### config.mk
export PLATFORM = sky130hd
export DESIGN_NAME = kasumi_fi_seq
export DESIGN_NICKNAME = d
export VERILOG_FILES = /design/src/rtl/kasumi_fi_seq.sv
export SDC_FILE = /design/constraint.sdc
export NUM_CORES = 1
export LEC_CHECK = 0
export CORE_MARGIN = 10
export CORE_UTILIZATION = 50
export DETAILED_ROUTE_END_ITERATION = 8
export GPL_TIMING_DRIVEN = 0
export PLACE_DENSITY = 0.85
export SLEW_MARGIN = 30
export SYNTH_ARGS = -nofsm -noshare
export SYNTH_HDL_FRONTEND = slang
export SYNTH_SLANG_ARGS = --single-unit
### constraint.sdc
create_clock -name clk -period 2.35 [get_ports clk]
set_input_delay 0.235 -clock clk [delete_from_list [all_inputs] [get_ports clk]]
set_output_delay 0.235 -clock clk [all_outputs]
set_load 0.005 [all_outputs]
### src/rtl/kasumi_fi_seq.sv
// Sequential KASUMI FI engine sharing one S9 and one S7 lookup across the two FI half-rounds.
// Define KASUMI_FI_SYNC_ROM_EN for registered (1-cycle-latency) ROMs; the default build assumes combinational ROMs.
module kasumi_fi_seq (
    input  logic        clk,
    input  logic        rst_n,
    input  logic        start,
    input  logic [15:0] din,
    input  logic [15:0] ki,
    output logic        busy,
    output logic        done,
    output logic [15:0] dout,
    output logic [8:0]  s9_addr,
    input  logic [8:0]  s9_data,
    output logic [6:0]  s7_addr,
    input  logic [6:0]  s7_data
);

    typedef enum logic [3:0] {
        ST_IDLE, ST_S9A, ST_S7A, ST_S9B, ST_S7B, ST_DONE,
        ST_W9A, ST_W7A, ST_W9B, ST_W7B
    } state_e;

    // With registered ROMs every lookup is entered through a wait state that presents the address early.
`ifdef KASUMI_FI_SYNC_ROM_EN
    localparam state_e TO_S9A = ST_W9A;
    localparam state_e TO_S7A = ST_W7A;
    localparam state_e TO_S9B = ST_W9B;
    localparam state_e TO_S7B = ST_W7B;
`else
    localparam state_e TO_S9A = ST_S9A;
    localparam state_e TO_S7A = ST_S7A;
    localparam state_e TO_S9B = ST_S9B;
    localparam state_e TO_S7B = ST_S7B;
`endif

    state_e      state_q, state_d;
    logic [8:0]  nine_q, nine_d;
    logic [6:0]  seven_q, seven_d;
    logic [6:0]  ki1_q, ki1_d;
    logic [8:0]  ki2_q, ki2_d;
    logic [15:0] dout_q, dout_d;

    always_ff @(posedge clk or negedge rst_n) begin
        if (!rst_n) begin
            state_q <= ST_IDLE;
        end else begin
            // NOTE: every register is updated with <= so all flops sample the same pre-edge values.
            state_q <= state_d;
        end
    end

    always_comb begin
        // NOTE: the default assignment first means no path leaves state_d unassigned, so no latch.
        state_d = state_q;
        case (state_q)
            ST_IDLE: if (start) state_d = TO_S9A;
            ST_W9A:  state_d = ST_S9A;
            ST_S9A:  state_d = TO_S7A;
            ST_W7A:  state_d = ST_S7A;
            ST_S7A:  state_d = TO_S9B;
            ST_W9B:  state_d = ST_S9B;
            ST_S9B:  state_d = TO_S7B;
            ST_W7B:  state_d = ST_S7B;
            ST_S7B:  state_d = ST_DONE;
            ST_DONE: state_d = ST_IDLE;
            default: state_d = ST_IDLE;
        endcase
    end

    always_comb begin
        s9_addr = '0;
        s7_addr = '0;
        busy    = (state_q != ST_IDLE) && (state_q != ST_DONE);
        done    = (state_q == ST_DONE);
        case (state_q)
            ST_W9A, ST_S9A, ST_W9B, ST_S9B: s9_addr = nine_q;
            ST_W7A, ST_S7A, ST_W7B, ST_S7B: s7_addr = seven_q;
            default: ;
        endcase
    end

    // Datapath: lookup results are only consumed in the lookup states, never in the wait states.
    always_comb begin
        nine_d  = nine_q;
        seven_d = seven_q;
        ki1_d   = ki1_q;
        ki2_d   = ki2_q;
        dout_d  = dout_q;
        case (state_q)
            ST_IDLE: begin
                if (start) begin
                    nine_d  = din[15:7];
                    seven_d = din[6:0];
                    ki1_d   = ki[15:9];
                    ki2_d   = ki[8:0];
                end
            end
            ST_S9A, ST_S9B: nine_d = s9_data ^ {2'b00, seven_q};
            ST_S7A: begin
                seven_d = s7_data ^ nine_q[6:0] ^ ki1_q;
                nine_d  = nine_q ^ ki2_q;
            end
            ST_S7B: dout_d = {s7_data ^ nine_q[6:0], nine_q};
            default: ;
        endcase
    end

    always_ff @(posedge clk or negedge rst_n) begin
        if (!rst_n) begin
            nine_q  <= '0;
            seven_q <= '0;
            ki1_q   <= '0;
            ki2_q   <= '0;
            dout_q  <= '0;
        end else begin
            nine_q  <= nine_d;
            seven_q <= seven_d;
            ki1_q   <= ki1_d;
            ki2_q   <= ki2_d;
            dout_q  <= dout_d;
        end
    end

    assign dout = dout_q;

endmodule

; ---- Word level (Yosys, flattened, before mapping)
; Index checks and enable logic that the tools add are counted.
[word_totals]
output_inout_bits = 34
word_cells = 43
in_bits = 51
reg_bits = 52
[op_classes]
n_mux = 8
n_bitwise = 4
n_eq_ne = 11
reduce_logical = 14
[ops]
columns = op, n
row1 = 9-bit one-hot mux with 3 select lines, 1
row2 = 4-bit one-hot mux with 6 select lines, 1
row3 = 9-bit two-way mux, 2
row4 = "4-bit by 3-bit == test with 1-bit output, second input constant", 4
row5 = 7-bit two-way mux, 2
row6 = 7-bit one-hot mux with 2 select lines, 1
row7 = 7-bit bitwise XOR, 2
row8 = 9-bit by 7-bit bitwise XOR with 9-bit output, 1
row9 = 9-bit bitwise XOR, 1
row10 = "4-bit by 2-bit == test with 1-bit output, second input constant", 2
row11 = "4-bit == test, second input constant", 2
row12 = 2-bit OR reduction, 4
row13 = 4-bit OR reduction, 2
row14 = 2-bit AND reduction, 3
row15 = "4-bit by 1-bit == test with 1-bit output, second input constant", 1
row16 = 4-bit zero test, 1
row17 = 4-bit two-way mux, 1
row18 = "4-bit by 3-bit inequality test with 1-bit output, second input constant", 1
row19 = 4-bit nonzero test, 1
row20 = 3-bit nonzero test, 1
row21 = "2-bit inequality test, second input constant", 1
row22 = 2-bit nonzero test, 1
row23 = 1-bit logical AND, 1

; ---- Longest topological paths before layout
[logic_depth]
word_depth = 4
ltp_mapped = 5

; ---- Least setup slack after synthesis
; No wires, ideal clock.
[synth_path]
path_type = register -> register
startpoint = reg state_q[1]
endpoint = reg ki1_q[0]
path_stages_with_launch = 5
path_slack_ns = 0.784
arrival_ns = 1.439
synth_period_minus_slack_ns = 1.566
path_cell_list = dfrtp_1 > buf_2 > nor4b_4 > buf_6 > mux2_1
[synth_between]
elab_chain_len = 2
[synth_lines]
columns = element, line
row1 = from (decl), 36  ; state_e state_q, state_d;
row2 = from (signal assigned), 48  ; state_q <= state_d;
row3 = 4-bit zero test, 89  ; case (state_q)
row4 = 2-bit AND reduction (no source line), --
row5 = to (signal assigned), 118  ; ki1_q <= ki1_d;
row6 = to (decl), 39  ; logic [6:0] ki1_q, ki1_d;
; Every way passes these cells.
; A chain may end at the register's enable or synchronous reset.

; ---- Worst setup path in the final report
[layout_path]
startpoint = reg state_q[0]
endpoint = out s9_addr[4]
[layout_between]
elab_chain_len = 3
elab_cells_between_ends = 6
cone_classes = eq/ne: 4 / mux: 1 / reduce/logical: 1
[layout_lines]
columns = element, line
row1 = "4-bit by 3-bit == test with 1-bit output, or another cell as far along", 75  ; case (state_q)
row2 = 4-bit OR reduction *, 75
row3 = 9-bit two-way mux *, 75
row4 = to (decl), 12  ; output logic [8:0] s9_addr,
; Mark *: on every way between the ends. The rest lies on a longest branch, timed or not.

==> results.tsv <==
stage	metric	value	unit
outcome	outcome	complete, no violations	
sta	setup_slack	0.0511	ns
placed_design	hpwl	6050	um
final_layout	mostFrequentLayoutCell	clkdlybuf4s50_1	
placed_design	io_buffers	84	
die	start_util	52.1	%
route	wire_per_inst	19.9	um
synth	syn-cell-area	0.00269	mm^2
route	ant_nets	0	
sta	finalHoldViolCount	0	
clock_tree	cts_made_buffers	5	
final_layout	final_cell_mix	clkdlybuf4s50_1, dfrtp_1, nand2_1, nor2_1, xnor2_1	
synth	synth_warnings	0	
synth	syn_nets	304	
synth	ys_seq_elements	51	
grt	grt_pass1_vias	2483	
critical_path	slowest_delay	0.51	ns
sta	slew_headroom	58.8	%
die	rows	26	
final_layout	area_growth	44.4	%
clock_tree	cts_buffer_depth	2	
critical_path	crit_path_max_fanout	11	
synth	synth_top_area_cell	dfrtp_1	
die	io_pins	85	
route	via_per_inst	5.64	
sta	worst_pin_slew	0.615	ns
sta	min_period	2.30	ns
clock_tree	cts_root_buf	clkbuf_8	
placed_design	place_congestion	0.878	
synth	synth_top_area_share	47.4	%
grt	gr-usage-all-layers	18.8	%
final_layout	fin_util	75.2	%
grt	grt_pass1_wl	13000	um
sta	fmax	0.435	GHz
critical_path	slowest_stage	clkdlybuf4s50_1	
grt	antenna_found_initial	0	
placed_design	dp_worst_setup_slack	-0.145	ns
job	drv_cap	0	
route	dr.pass1.iters	4	
die	dieWidth	93.4	um
grt	grt_max_degree	49	
synth	yosysUniqueCellTypes	34	
grt	overflow	0	
sta	fin_crit_sh	97.8	%
synth	postSynthAreaPerCell	10.6	um^2
critical_path	critical_path_class	flip-flop to output pin	
route	drt-initial-drc-count	197	
clock_tree	path_clk_slew	0.09	ns
worst_hold_path	min_path_type	primary input to asynchronous set/reset pin	
synth	yosysSeqAreaShare	47.4	%
route	routed_wirelength	8410	um
critical_path	start_kind	flip-flop	
pwr	irDropWorstVdd	668	uV
critical_path	endpoint_kind	output pin	
critical_path	crit_chain	buf_4 > buf_6 > o21bai_4 > and2_4 > clkdlybuf4s50_1	
route	num_vias	2381	
route	drc_errors	0	
die	die_height	93.4	um
final_layout	drive_above_1_share	16.8	%
sta	report.final.setup_viol	0	
die	design.core.area	0.00517	mm^2
sta	rsz0062_at_grt	no	
sta	skew	0.0140	ns
synth	synth_area_leaders	dfrtp_1, mux2_2, xnor2_1, mux2_1, and2_1	
pwr	p_per_area	1340	mW/mm^2
sta	slew_viol_final	0	
final_layout	antennaDiodeCount	0	
synth	synth_cells	253	
pwr	p_leak	1.57	nW
critical_path	arrival	2.06	ns
final_layout	layout.nets	403	
clock_tree	cts_tree	built	
clock_tree	clock_latency	0.31	ns
critical_path	critPathRequiredTime	2.12	ns
clock_tree	h-tree-depth	2	
clock_tree	clkSinkCount	51	
die	die-area	0.00872	mm^2
sta	whs	0.270	ns
[path summary, 6_finish.rpt]
path	cells past startpoint	endpoint	slack (ns)	start
max in group asynchronous	3	state_q[0]$_DFFE_PN0P_	1.64	rst_n
worst min register to register	1	dout[5]$_DFFE_PN0N_	0.51	dout[5]$_DFFE_PN0N_
worst max-delay path	5	s9_addr[4]	0.05	state_q[0]$_DFFE_PN0P_
worst min-delay path	2	dout[3]$_DFFE_PN0N_	0.27	rst_n
worst max register to register	4	ki1_q[3]$_DFFE_PN0P_	0.45	state_q[0]$_DFFE_PN0P_
min in group clk	3	ki2_q[8]$_DFFE_PN0P_	0.49	ki[8]
[timing repair]
action / CTS / global route
pin swaps: 1 / 1
resized for setup: 13 / 11
hold buffers: 1 / 0
setup buffers: 0 / 5
hold endpoints to repair: 51 / 0
endpoints found under the setup margin: 16 / 17
cloned: 1 / 0
[final cells by class]
class,instances,area [um^2]
multi-input cells,176,1350
inverters,11,46.3
plain buffers,16,115
fillers,348,1280
clock buffers,5,68.8
well taps,70,87.6
flip-flops and latches,51,1280
clock inverters,2,37.5
repair buffers,91,913
[power by group]
part,total (mW),switching [mW],internal (mW)
clock network,0.610,0.298,0.312
registers,1.68,0.361,1.32
logic,2.94,1.33,1.61
total,5.23,1.98,3.25
[stage by stage]
stage	instance area [um^2]	std cells	power (mW)	setup TNS, ns
after detailed placement	3650	408	4.33	-1.19
after floorplan	2690	253	3.16	0
after global routing	3890	422	5.54	0
final	3890	422	5.23	0
after global placement	3620	407	4.23	-24.01
after CTS	3830	417	5.08	0
[Yosys cell counts]
cell type / count
a211oi_1: 2
a21oi_1: 7
a22o_1: 2
a31oi_1: 7
a32oi_1: 7
and2_1: 16
buf_1: 1
buf_2: 8
buf_4: 3
buf_6: 1
clkbuf_1: 3
dfrtp_1: 51
inv_1: 10
inv_2: 1
mux2_1: 9
mux2_2: 14
mux2i_1: 1
nand2_1: 20
nand2b_1: 2
nand3_1: 1
nor2_1: 17
nor2b_1: 4
nor3_1: 4
nor3b_2: 2
nor4b_1: 7
nor4b_4: 1
o211ai_1: 7
o21ai_0: 4
o21bai_1: 8
o221a_2: 7
o311ai_0: 2
or3_1: 2
xnor2_1: 15
xor2_1: 7
[per-layer routing]
metal | routed length [um] | global-route usage (%) | vias up
li1 | - | - | 1103
met1 | 3410 | 22.7 | 1167
met2 | 4240 | 31.8 | 107
met3 | 692 | 5.04 | 4
met4 | 65 | 5.78 | 0
met5 | 0 | 0 | -
[flip-flops by register name, summed over array words and instances (netlist names)]
signal,count
dout,16
ki2_q,9
state_q,3
seven_q,7
ki1_q,7
nine_q,9
[logic make-up (layout without fill, tap and decap cells)]
family                 count (synthesis)  after routing  share of synthesized area (%)
AO/OA/AOI/OAI                         53             54                           14.9
XOR/XNOR                              22             22                           7.15
buffers and inverters                 27            125                           4.83
flip-flops                            51             51                           47.4
multiplexers                          24             24                           9.99
AND/OR/NAND/NOR                       76             76                           15.7
[critical path, delay by kind of cell, from the launching register on]
kind,cells,cell delay (ns)
buf+inv,3,0.88
simple gates,1,0.18
flops,1,0.44
compound gates,1,0.26
Note: power is estimated with default switching activity, not from simulation.
==> edit (same settings) <==
The option `KASUMI_FI_SYNC_ROM_EN` is turned on by a define.
--- a/src/rtl/kasumi_fi_seq.sv
+++ b/src/rtl/kasumi_fi_seq.sv
@@ -2,2 +2,4 @@
 // Define KASUMI_FI_SYNC_ROM_EN for registered (1-cycle-latency) ROMs; the default build assumes combinational ROMs.
+`define KASUMI_FI_SYNC_ROM_EN
+
 module kasumi_fi_seq (
Function: changed (a bounded check fails within 4 cycles, from zero or initial values and one cycle with rst_n low).
==> edit against the original RTL <==
The flow now finishes with violations (setup timing). Wire length decreased by 4.7%. Sequential cell count increased by 1. Final area decreased by 3.2%. Power decreased by 0.33%. Area after synthesis decreased by 3.9%. Worst setup slack got worse by 0.057 ns. Utilization decreased by 1.0 points.
==> edit: results (changes against the original RTL) <==
status: "finished, violations left"
violations: "setup timing"
hp-class: "in -> async"
htreeDepth: 2  # unchanged
setup_tns_ns: -0.00618  # -0.00618 ns
cts_buffers: 5  # unchanged
grt_max_degree: 39  # -20%
peakVddDrop_uv: 656  # -1.8%
slowest_stage: "clkdlybuf4s50_1"
post_cts_buffers: 3  # +3
drtPass1Iterations: 4  # unchanged
relSlewSlack_pct: 60.8  # +2.0 points
track_usage_pct: 18.5  # -0.33 points
cts_hold_buf: 1  # unchanged
drive_gt1_share_pct: 13.1  # -3.6 points
critPathMaxStageDelay_ns: 0.50
arrival_ns: 2.12  # +0.06 ns
cts_resized: 31  # +18
async_reset_ff_share_pct: 100  # unchanged
gp_congestion: 0.903  # +2.9%
crit_family: "buffers and inverters"
ys_top_cells_by_area: "dfrtp_1 (50%), xnor2_1 (10%), nand2_1 (9.3%)"
path_max_fanout: 10  # -1
grt_antenna_before_repair: 0  # unchanged
buffer_ports.inserted: 84  # unchanged
nNetsFinal: 417  # +3.5%
nFillCells: 402  # +16%
vias: 2312  # -2.9%
yosysWarnings: 0  # unchanged
largest_reg_flops: 16  # unchanged
syn_nets: 320  # +5.3%
num_antenna_cells: 0  # unchanged
synthTopCellsByCount: "nand2_1 (64), dfrtp_1 (52), xnor2_1 (30)"
swShare_pct: 39.1  # +1.2 points
root_buffer: "clkbuf_8"
antenna_left: 0  # unchanged
cellLeakagePower_nw: 1.65  # +5.0%
clock_latency_ns: 0.30
place_ws_ns: -0.129  # +0.0166 ns
synth-seq-area-share_pct: 50.3  # +2.9 points
cts_buffer_depth: 2  # unchanged
synth_cell_types: 30  # -12%
clk_pin_slew_worst_paths_ns: 0.09  # about the same
routed_wl_um: 8010  # -4.7%
place_hpwl_um: 5800  # -4.1%
layout_setup_ws_ns: -0.00618  # -0.0573 ns
drtIter0Drc: 113  # -43%
setup_viol: 1  # +1
grt_pass1_wl_um: 12600  # -3.1%
fin_skew_ns: 0.00510  # -0.00891 ns
first_global_vias: 2377  # -4.3%
-- edit: cell types whose count changed after synthesis, sizes merged, moves of 5 or more --
cell / before / now
a221o: 0 / 7
a32oi: 7 / 0
and2: 16 / 11
inv: 11 / 0
mux2: 23 / 9
nand2: 20 / 64
nor2: 17 / 23
nor4b: 8 / 1
o211ai: 7 / 0
o21bai: 8 / 0
o221a: 7 / 0
o22ai: 0 / 7
xnor2: 15 / 30
xor2: 7 / 0
-- edit: logic make-up (layout without fill, tap and decap cells) --
| group | count (synthesis) | count (layout) | share of synthesized area [%] |
|---|---|---|---|
| multiplexers | 9 | 9 | 3.92 |
| buffers and inverters | 16 | 112 | 3.38 |
| AND/OR/NAND/NOR | 121 | 121 | 21.3 |
| XOR/XNOR | 30 | 30 | 10.2 |
| AO/OA/AOI/OAI | 41 | 42 | 10.9 |
| flip-flops | 52 | 52 | 50.3 |
-- edit: power by group through the flow --
stage | logic [mW] | registers, mW | clock network, mW
after floorplan | 1.60 | 1.64 | 0
after global routing | 3.19 | 1.78 | 0.590
final | 2.93 | 1.74 | 0.545
after global placement | 2.61 | 1.71 | 0
after detailed placement | 2.69 | 1.73 | 0
after CTS | 2.90 | 1.73 | 0.549
-- edit: cell type report --
cell class | instances | area, µm² | share of cell area (%)
buffer | 16 | 113 | 2.99
clock buffer | 7 | 96.3 | 2.56
multi-input combinational | 202 | 1280 | 33.9
sequential | 52 | 1310 | 34.7
tap | 70 | 87.6 | 2.33
timing repair buffer | 89 | 886 | 23.5
-- edit: per-stage QoR --
stage,total power [mW],cells,instance area (µm²)
floorplan,3.24,269,2590
global placement,4.32,423,3520
detailed placement,4.41,424,3530
CTS,5.17,436,3750
global route,5.57,436,3760
finish,5.21,436,3760
-- edit: final timing paths --
check	start	end	slack, ns	cells past startpoint
worst max register to register	state_q[1]$_DFFE_PN0P_	nine_q[7]$_DFFE_PN0P_	0.50	5
min in group clk	ki[5]	ki2_q[5]$_DFFE_PN0P_	0.45	3
worst min register to register	ki2_q[6]$_DFFE_PN0P_	ki2_q[6]$_DFFE_PN0P_	0.50	2
worst min-delay path	rst_n	seven_q[4]$_DFFE_PN0P_	0.32	2
worst max-delay path	state_q[3]$_DFFE_PN0P_	s9_addr[8]	-0.006	6
max in group asynchronous	rst_n	state_q[0]$_DFFE_PN0P_	1.55	3
-- edit: worst reg2reg max path: cells and delay by family (launching register included) --
kind	cells	cell delay, ns
AOI/OAI and AO/OA	2	0.55
buffers and inverters	2	0.67
DFF	1	0.45
and+or+nand+nor	1	0.11
-- edit: metal layers --
metal	GRT usage [%]	part of all wire [%]	vias to the layer above
li1	-	-	1095
met1	21.5	40	1113
met2	30.9	49	94
met3	7.66	9.4	10
met4	4.50	1.4	0
met5	0	0	-
